[src/rtl/traffic_pkg.sv]
// -----------------------------------------------------------------------------
// traffic_pkg
//   Shared types and constants for the traffic intersection controller.
//   - phase_e   : controller phases, in the order the normal cycle visits them,
//                 plus FLASH (used only when TRAFFIC_FLASH_EN is defined).
//   - LIGHT_*   : one-hot lamp encodings driven on ns_light / ew_light.
//   - is_allred : true for the two all-red clearance phases.
// -----------------------------------------------------------------------------
package traffic_pkg;

    typedef enum logic [2:0] {
        ALLRED_NS = 3'd0,
        NS_GREEN  = 3'd1,
        NS_YELLOW = 3'd2,
        ALLRED_EW = 3'd3,
        EW_GREEN  = 3'd4,
        EW_YELLOW = 3'd5,
        FLASH     = 3'd6
    } phase_e;

    localparam logic [2:0] LIGHT_RED    = 3'b001;
    localparam logic [2:0] LIGHT_GREEN  = 3'b010;
    localparam logic [2:0] LIGHT_YELLOW = 3'b100;
    localparam logic [2:0] LIGHT_OFF    = 3'b000;

    function automatic logic is_allred(input phase_e p);
        return (p == ALLRED_NS) || (p == ALLRED_EW);
    endfunction

endpackage

[src/rtl/phase_timer.sv]
// -----------------------------------------------------------------------------
// phase_timer
//   Up-counter measuring time spent in the current phase.
//   Ports:
//     clk, reset : clock and synchronous active-high reset (count -> 0)
//     load       : restart the count at 0 on the next edge (phase entry)
//     len        : length of the current phase in cycles (>= 1)
//     min_len    : minimum-green length in cycles (>= 1)
//     done       : count == len-1, i.e. this is the last cycle of the phase
//     ge_min     : count >= min_len-1, i.e. the minimum time is satisfied
// -----------------------------------------------------------------------------
module phase_timer #(
    parameter int CNT_W = 32
) (
    input  logic             clk,
    input  logic             reset,
    input  logic             load,
    input  logic [CNT_W-1:0] len,
    input  logic [CNT_W-1:0] min_len,
    output logic             done,
    output logic             ge_min
);

    logic [CNT_W-1:0] count_q, count_d;

    always_comb begin
        count_d = load ? '0 : count_q + CNT_W'(1);
    end

    // NOTE: state is updated with non-blocking assignments only, so every
    // flop samples the pre-edge value of its neighbours.
    always_ff @(posedge clk) begin
        if (reset) begin
            count_q <= '0;
        end else begin
            count_q <= count_d;
        end
    end

    assign done   = (count_q == len - CNT_W'(1));
    assign ge_min = (count_q >= min_len - CNT_W'(1));

endmodule

[src/rtl/traffic_intersection_ctrl.sv]
// -----------------------------------------------------------------------------
// traffic_intersection_ctrl
//   Two-road (NS/EW) intersection controller with all-red clearance and a
//   latched pedestrian request. A pending request cuts the current green short
//   once the minimum green has elapsed and turns the next all-red into a walk
//   phase of (ALLRED_SEC+WALK_SEC) seconds with walk asserted throughout.
//
//   Optional feature, macro TRAFFIC_FLASH_EN: night-flash mode. flash_req is
//   sampled as an all-red phase ends; when high the controller flashes NS
//   yellow / EW red until flash_req drops, then returns through ALLRED_NS.
//   Without the macro, flash_req is ignored.
//
//   Ports:
//     clk        clock
//     reset      synchronous, active-high reset
//     ped_req    pedestrian button (single-cycle pulse is enough)
//     flash_req  night-flash request
//     ns_light   NS lamp (LIGHT_* encoding)
//     ew_light   EW lamp (LIGHT_* encoding)
//     walk       pedestrian walk indicator
//     ped_pend   pedestrian request latched, not yet serviced
// -----------------------------------------------------------------------------
module traffic_intersection_ctrl #(
    parameter int CLOCK_FREQ    = 50,
    parameter int GREEN_SEC     = 50,
    parameter int MIN_GREEN_SEC = 10,
    parameter int YELLOW_SEC    = 5,
    parameter int ALLRED_SEC    = 1,
    parameter int WALK_SEC      = 10,
    parameter int CNT_W         = 32
) (
    input  logic       clk,
    input  logic       reset,
    input  logic       ped_req,
    input  logic       flash_req,
    output logic [2:0] ns_light,
    output logic [2:0] ew_light,
    output logic       walk,
    output logic       ped_pend
);

    import traffic_pkg::*;

    // Phase lengths in cycles, computed wide so the range check below is exact.
    localparam longint D_GREEN       = longint'(GREEN_SEC) * longint'(CLOCK_FREQ);
    localparam longint D_MIN         = longint'(MIN_GREEN_SEC) * longint'(CLOCK_FREQ);
    localparam longint D_YELLOW      = longint'(YELLOW_SEC) * longint'(CLOCK_FREQ);
    localparam longint D_ALLRED      = longint'(ALLRED_SEC) * longint'(CLOCK_FREQ);
    localparam longint D_ALLRED_WALK = longint'(ALLRED_SEC + WALK_SEC) * longint'(CLOCK_FREQ);
    localparam longint D_MAX_GY      = (D_GREEN > D_YELLOW) ? D_GREEN : D_YELLOW;
    localparam longint D_MAX         = (D_MAX_GY > D_ALLRED_WALK) ? D_MAX_GY : D_ALLRED_WALK;
    localparam longint D_LIMIT       = (CNT_W >= 63) ? 64'sh7FFF_FFFF_FFFF_FFFF
                                                     : (longint'(1) << CNT_W);

    localparam logic [CNT_W-1:0] LEN_GREEN       = CNT_W'(D_GREEN);
    localparam logic [CNT_W-1:0] LEN_MIN         = CNT_W'(D_MIN);
    localparam logic [CNT_W-1:0] LEN_YELLOW      = CNT_W'(D_YELLOW);
    localparam logic [CNT_W-1:0] LEN_ALLRED      = CNT_W'(D_ALLRED);
    localparam logic [CNT_W-1:0] LEN_ALLRED_WALK = CNT_W'(D_ALLRED_WALK);

    // Elaboration-time parameter checks.
    if (MIN_GREEN_SEC > GREEN_SEC) begin : g_err_min_green
        $fatal(1, "traffic_intersection_ctrl: MIN_GREEN_SEC must not exceed GREEN_SEC");
    end
    if (CLOCK_FREQ < 1 || GREEN_SEC < 1 || MIN_GREEN_SEC < 1 || YELLOW_SEC < 1 ||
        ALLRED_SEC < 1 || WALK_SEC < 1) begin : g_err_min_sec
        $fatal(1, "traffic_intersection_ctrl: all timing parameters must be >= 1");
    end
    if (D_MAX >= D_LIMIT) begin : g_err_cnt_w
        $fatal(1, "traffic_intersection_ctrl: longest phase does not fit in CNT_W");
    end

`ifdef TRAFFIC_FLASH_EN
    localparam logic [CNT_W-1:0] LEN_HALF = CNT_W'(CLOCK_FREQ / 2);

    if (CLOCK_FREQ < 2) begin : g_err_flash
        $fatal(1, "traffic_intersection_ctrl: flash mode needs CLOCK_FREQ >= 2");
    end

    // Lamp blink phase in FLASH: 0 = lit, 1 = dark.
    logic toggle_q, toggle_d;
`else
    // Flash mode is not built; the request input is deliberately unused.
    logic flash_req_unused;
    assign flash_req_unused = flash_req;
`endif

    phase_e           state_q, state_d;
    logic             ped_q, ped_d;
    logic             walk_q, walk_d;
    logic [CNT_W-1:0] timer_len;
    logic             timer_load;
    logic             timer_done;
    logic             timer_ge_min;
    logic             phase_done;
    logic             entering_allred;

    phase_timer #(
        .CNT_W (CNT_W)
    ) u_timer (
        .clk     (clk),
        .reset   (reset),
        .load    (timer_load),
        .len     (timer_len),
        .min_len (LEN_MIN),
        .done    (timer_done),
        .ge_min  (timer_ge_min)
    );

    // Next-phase logic.
    // NOTE: every signal written here gets a default before the case, so no
    // path leaves a value unassigned and no latch is inferred.
    always_comb begin
        timer_len  = LEN_ALLRED;
        phase_done = 1'b0;
        state_d    = state_q;

        case (state_q)
            ALLRED_NS, ALLRED_EW: begin
                timer_len  = walk_q ? LEN_ALLRED_WALK : LEN_ALLRED;
                phase_done = timer_done;
                if (timer_done) begin
                    state_d = (state_q == ALLRED_NS) ? NS_GREEN : EW_GREEN;
`ifdef TRAFFIC_FLASH_EN
                    if (flash_req) begin
                        state_d = FLASH;
                    end
`endif
                end
            end
            NS_GREEN, EW_GREEN: begin
                timer_len  = LEN_GREEN;
                // Pending pedestrian pre-empts green once the floor is met.
                phase_done = timer_done | (ped_q & timer_ge_min);
                if (phase_done) begin
                    state_d = (state_q == NS_GREEN) ? NS_YELLOW : EW_YELLOW;
                end
            end
            NS_YELLOW: begin
                timer_len  = LEN_YELLOW;
                phase_done = timer_done;
                if (timer_done) begin
                    state_d = ALLRED_EW;
                end
            end
            EW_YELLOW: begin
                timer_len  = LEN_YELLOW;
                phase_done = timer_done;
                if (timer_done) begin
                    state_d = ALLRED_NS;
                end
            end
`ifdef TRAFFIC_FLASH_EN
            FLASH: begin
                // Each timer expiry is a blink boundary; leave only on one.
                timer_len  = LEN_HALF;
                phase_done = timer_done;
                if (timer_done && !flash_req) begin
                    state_d = ALLRED_NS;
                end
            end
`endif
            default: begin
                state_d = ALLRED_NS;
            end
        endcase
    end

    // Pedestrian latch, walk flag and timer restart.
    always_comb begin
        entering_allred = (state_d != state_q) && is_allred(state_d);
        // Restart on every phase change and on each blink boundary in FLASH.
        timer_load      = (state_d != state_q) || phase_done;
        // Set wins over the all-red entry clear, so a press on that very edge
        // is kept for the following all-red.
        ped_d           = ped_req | (ped_q & ~entering_allred);
        // The walk decision is frozen at all-red entry from the pre-edge latch.
        walk_d          = entering_allred ? ped_q
                                          : (is_allred(state_d) ? walk_q : 1'b0);
`ifdef TRAFFIC_FLASH_EN
        toggle_d = 1'b0;
        if (state_q == FLASH && state_d == FLASH) begin
            toggle_d = timer_done ? ~toggle_q : toggle_q;
        end
        if (state_q == FLASH || state_d == FLASH) begin
            ped_d = 1'b0;
        end
`endif
    end

    // NOTE: reset is synchronous and sampled only at the clock edge.
    always_ff @(posedge clk) begin
        if (reset) begin
            state_q  <= ALLRED_NS;
            ped_q    <= 1'b0;
            walk_q   <= 1'b0;
`ifdef TRAFFIC_FLASH_EN
            toggle_q <= 1'b0;
`endif
        end else begin
            state_q  <= state_d;
            ped_q    <= ped_d;
            walk_q   <= walk_d;
`ifdef TRAFFIC_FLASH_EN
            toggle_q <= toggle_d;
`endif
        end
    end

    // Lamp decode straight from the registered phase.
    always_comb begin
        ns_light = LIGHT_RED;
        ew_light = LIGHT_RED;
        walk     = walk_q;
        ped_pend = ped_q;

        case (state_q)
            NS_GREEN:  ns_light = LIGHT_GREEN;
            NS_YELLOW: ns_light = LIGHT_YELLOW;
            EW_GREEN:  ew_light = LIGHT_GREEN;
            EW_YELLOW: ew_light = LIGHT_YELLOW;
`ifdef TRAFFIC_FLASH_EN
            FLASH: begin
                ns_light = toggle_q ? LIGHT_OFF : LIGHT_YELLOW;
                ew_light = toggle_q ? LIGHT_OFF : LIGHT_RED;
            end
`endif
            default: ;
        endcase

        // Lamps show the reset state for as long as reset is held.
        if (reset) begin
            ns_light = LIGHT_RED;
            ew_light = LIGHT_RED;
            walk     = 1'b0;
            ped_pend = 1'b0;
        end
    end

endmodule

[config.mk]
export PLATFORM = sky130hd
export DESIGN_NAME = traffic_intersection_ctrl
export DESIGN_NICKNAME = d
export VERILOG_FILES = /design/src/rtl/traffic_pkg.sv /design/src/rtl/phase_timer.sv /design/src/rtl/traffic_intersection_ctrl.sv
export SDC_FILE = /design/constraint.sdc
export NUM_CORES = 1
export LEC_CHECK = 0
export BUFFER_PORTS_ARGS = -buffer_cell sky130_fd_sc_hd__clkbuf_2
export CAP_MARGIN = 20
export CORE_MARGIN = 5
export CORE_UTILIZATION = 55
export DETAILED_ROUTE_END_ITERATION = 8
export PLACE_DENSITY = 0.73
export SLEW_MARGIN = 10
export SYNTH_ARGS = -nofsm -noshare
export SYNTH_HDL_FRONTEND = slang
export SYNTH_SLANG_ARGS = --single-unit
[constraint.sdc]
create_clock -name clk -period 8.7 [get_ports clk]
set_input_delay 1.74 -clock clk [delete_from_list [all_inputs] [get_ports clk]]
set_output_delay 1.74 -clock clk [all_outputs]
set_load 0.02 [all_outputs]
==> qor.txt <==
Power Density = 132.6 nW/um^2
Worst Setup Path Type = primary input to output pin
Synth Area per Inst = 8.243 um^2
Async S/R FF share, synth = 0%
Initial Util = 57.69%
Sink Count = 37
Slew HR = 52.51%
Number of buffers created by CTS = 5
Clk buf depth = 2
Initial antenna violation count = 0
Met3 GRT Util = 4.408%
Worst path arrival time = 2420 ps
Die height = 72.66 um
Static Leak = 0.8648 nW
Hold buffers post-CTS = 0
GRT Max-Usage Layer = met2
DRT Pass-1 Iters = 4
Vias in the first global route = 1,512
Fin cells = 315
CTS tree = yes
Met1 usage = 23.56%
Worst-path cell chain = clkbuf_2, nor3_1, nor2_1, clkbuf_2
Maximum vdd drop = 0.1080 mV
Residual DRC = 0
Largest net degree at the start of global routing = 24
Global-route usage over all layers = 16.48%
HP Class = flop to flop
Setup crit end kind = output pin
CP Launch Type = primary input
Skew-Pair Late Insertion Delay = 290 ps
Placed cells = 307
Area after DPL = 2185 um^2
Iteration-0 DRC Markers = 141
Final period util = 47.85%
CP most frequent cell = clkbuf_2
Worst-path fanout max = 11
# resized after CTS = 0
Minimum clock period after layout = 4163 ps
Clk slew on worst S/H paths = 70 ps
Fin nets = 272
Register area share after synthesis = 34.30%
Critical path data required time = 6960 ps
Post-CTS Setup Bufs = 0
RSZ-0062 raised after global routing = false
Routed wire length = 4.046 mm
Area grow syn2layout = 5.041%
Syn Inst Count = 262
Drt via density = 5.498
Syn. warnings = 0
Synth unique cells = 49
H-tree levels = 2
Cell Area, Synth = 2160 um^2
Antenna violation net count after detailed routing = 0
Antenna diode count = 0
Num rows = 22
Fmax = 0.2402 GHz
First-pass GRT wire length = 6.934 mm
Total gr overflow = 0
Fillers = 370
Syn Nets = 268
Max-cap violations = 0
Setup TNS = 0 ps
Chip width = 72.66 um
Share of cells above drive strength 1 = 13.48%
Met2 GRT Util = 23.85%
Run status = completed
Finished Cell Area = 2268 um^2
GP Congestion = 0.8559
Final setup fails = 0
Setup Skew = 3.689 ps
Via count = 1,732
Die ar. = 5279 um^2
EDFF count, synth = 0
CTS Root Cell = clkbuf_8
Core area = 3744 um^2
Main synth FF type = dfxtp_1
Critical Path Max Stage Delay = 270 ps
Critical-path top delay cell = nor3_1
Final Hold Violating Endpoints = 0
Worst-Margin Slew = 711.3 ps
Boundary Pins = 12
Slew Viols, Final = 0
PortBufs = 10
Seq cells post-synth = 37
WL per Instance = 12.84 um
DP Wirelength = 2.895 mm
Worst hold slack = 502.5 ps
==> per-stage QoR <==
| step | utilization, % | total power, W | setup WS, ps |
|---|---|---|---|
| floorplan | - | 0.0001870 | 4233 |
| global route | 60.59 | 0.0003153 | 4436 |
| detailed placement | 58.36 | 0.0001880 | 4515 |
| CTS | 60.59 | 0.0003048 | 4514 |
| global placement | 58.36 | 0.0001879 | 4539 |
| finish | 60.59 | 0.0003007 | 4537 |
==> flip-flops by register name, summed over array words and instances, names as in the netlist <==
signal / count
u_timer.count_q: 32
state_q: 3
ped_q: 1
walk_q: 1
==> where the power goes <==
group / total (W) / internal, W / switching, W / leakage, nW
registers: 0.000173 / 0.000171 / 0.00000211 / 0.299
clock network: 0.000117 / 0.0000567 / 0.0000600 / 0.0385
logic: 0.0000110 / 0.00000408 / 0.00000695 / 0.528
==> routing by layer <==
| metal | wire [um] | vias to the layer above |
|---|---|---|
| li1 | - | 912 |
| met1 | 2128 | 788 |
| met5 | 0 | - |
| met3 | 142 | 6 |
| met4 | 54 | 0 |
| met2 | 1721 | 26 |
==> kinds of logic (layout without fill, tap and decap cells) <==
kind of cell	count (synthesis)	in the layout	synth area share [%]
AO/OA/AOI/OAI	36	36	12.69
XOR/XNOR	35	35	14.19
adder cells (fa/ha/maj)	2	2	1.159
buffers and inverters	22	27	5.678
flip-flops	37	37	34.30
multiplexers	1	1	0.4635
AND/OR/NAND/NOR	129	129	31.52
==> cells in the final DEF, fill, tap and decap left out, types with 5 or more instances in the layout <==
cell      count
or3_1         5
xnor2_1      11
o21ai_0       7
inv_1         8
nand2b_1      5
nor3_1        8
clkbuf_8      5
nand4_1       5
nand3_1      11
clkbuf_2     10
a21oi_1       8
dfxtp_1      37
and3_1        6
nor2_2       13
xor2_1       24
nand2_1      19
nor2_1       34
==> worst max-delay path, delay by kind of cell <==
| kind | cells | cell delay (ps) |
|---|---|---|
| simple gates | 2 | 350 |
| buf+inv | 2 | 330 |
==> worst paths after layout <==
| kind | start | end | slack, ps | cells after the start |
|---|---|---|---|---|
| worst max-delay path | reset | ns_light[0] | 4540 | 4 |
| worst min-delay path | u_timer.count_q[0] | u_timer.count_q[0] | 500 | 1 |
| worst max register to register | state_q[2] | u_timer.count_q[25] | 4890 | 12 |
| worst min register to register | u_timer.count_q[0] | u_timer.count_q[0] | 500 | 1 |
==> cell type report <==
cell class	instances	area [um^2]	area share, %
Multi-Input combinational cell	203	1296	57.14
Sequential cell	37	740.7	32.65
Clock buffer	7	76.32	3.365
Tap cell	48	60.06	2.648
Timing Repair Buffer	11	57.56	2.537
Inverter	8	30.03	1.324
Clock inverter	1	7.507	0.3309
==> Yosys cell counts (2+ instances only) <==
cell / count / area (um^2)
nor2_1: 34 / 127.6
ha_1: 2 / 25.02
buf_2: 2 / 10.01
xnor2_1: 11 / 96.34
a21oi_1: 8 / 40.04
nor3_1: 8 / 40.04
nor3b_1: 2 / 15.01
inv_1: 8 / 30.03
nor4_1: 4 / 25.02
nand3_1: 11 / 55.05
a2bb2oi_1: 3 / 26.28
o21ai_0: 7 / 35.03
nor2_2: 13 / 81.33
o22ai_1: 2 / 12.51
clkbuf_1: 6 / 22.52
and2_1: 3 / 18.77
nand2_1: 19 / 71.32
nand4_1: 5 / 31.28
xor2_1: 24 / 210.2
dfxtp_1: 37 / 740.7
or3_1: 5 / 31.28
and3_1: 6 / 37.54
o21bai_1: 4 / 30.03
and4_1: 4 / 35.03
buf_6: 5 / 56.30
nand2b_1: 5 / 31.28
nor2b_1: 2 / 12.51
Note: power is estimated with default switching activity, not from simulation.
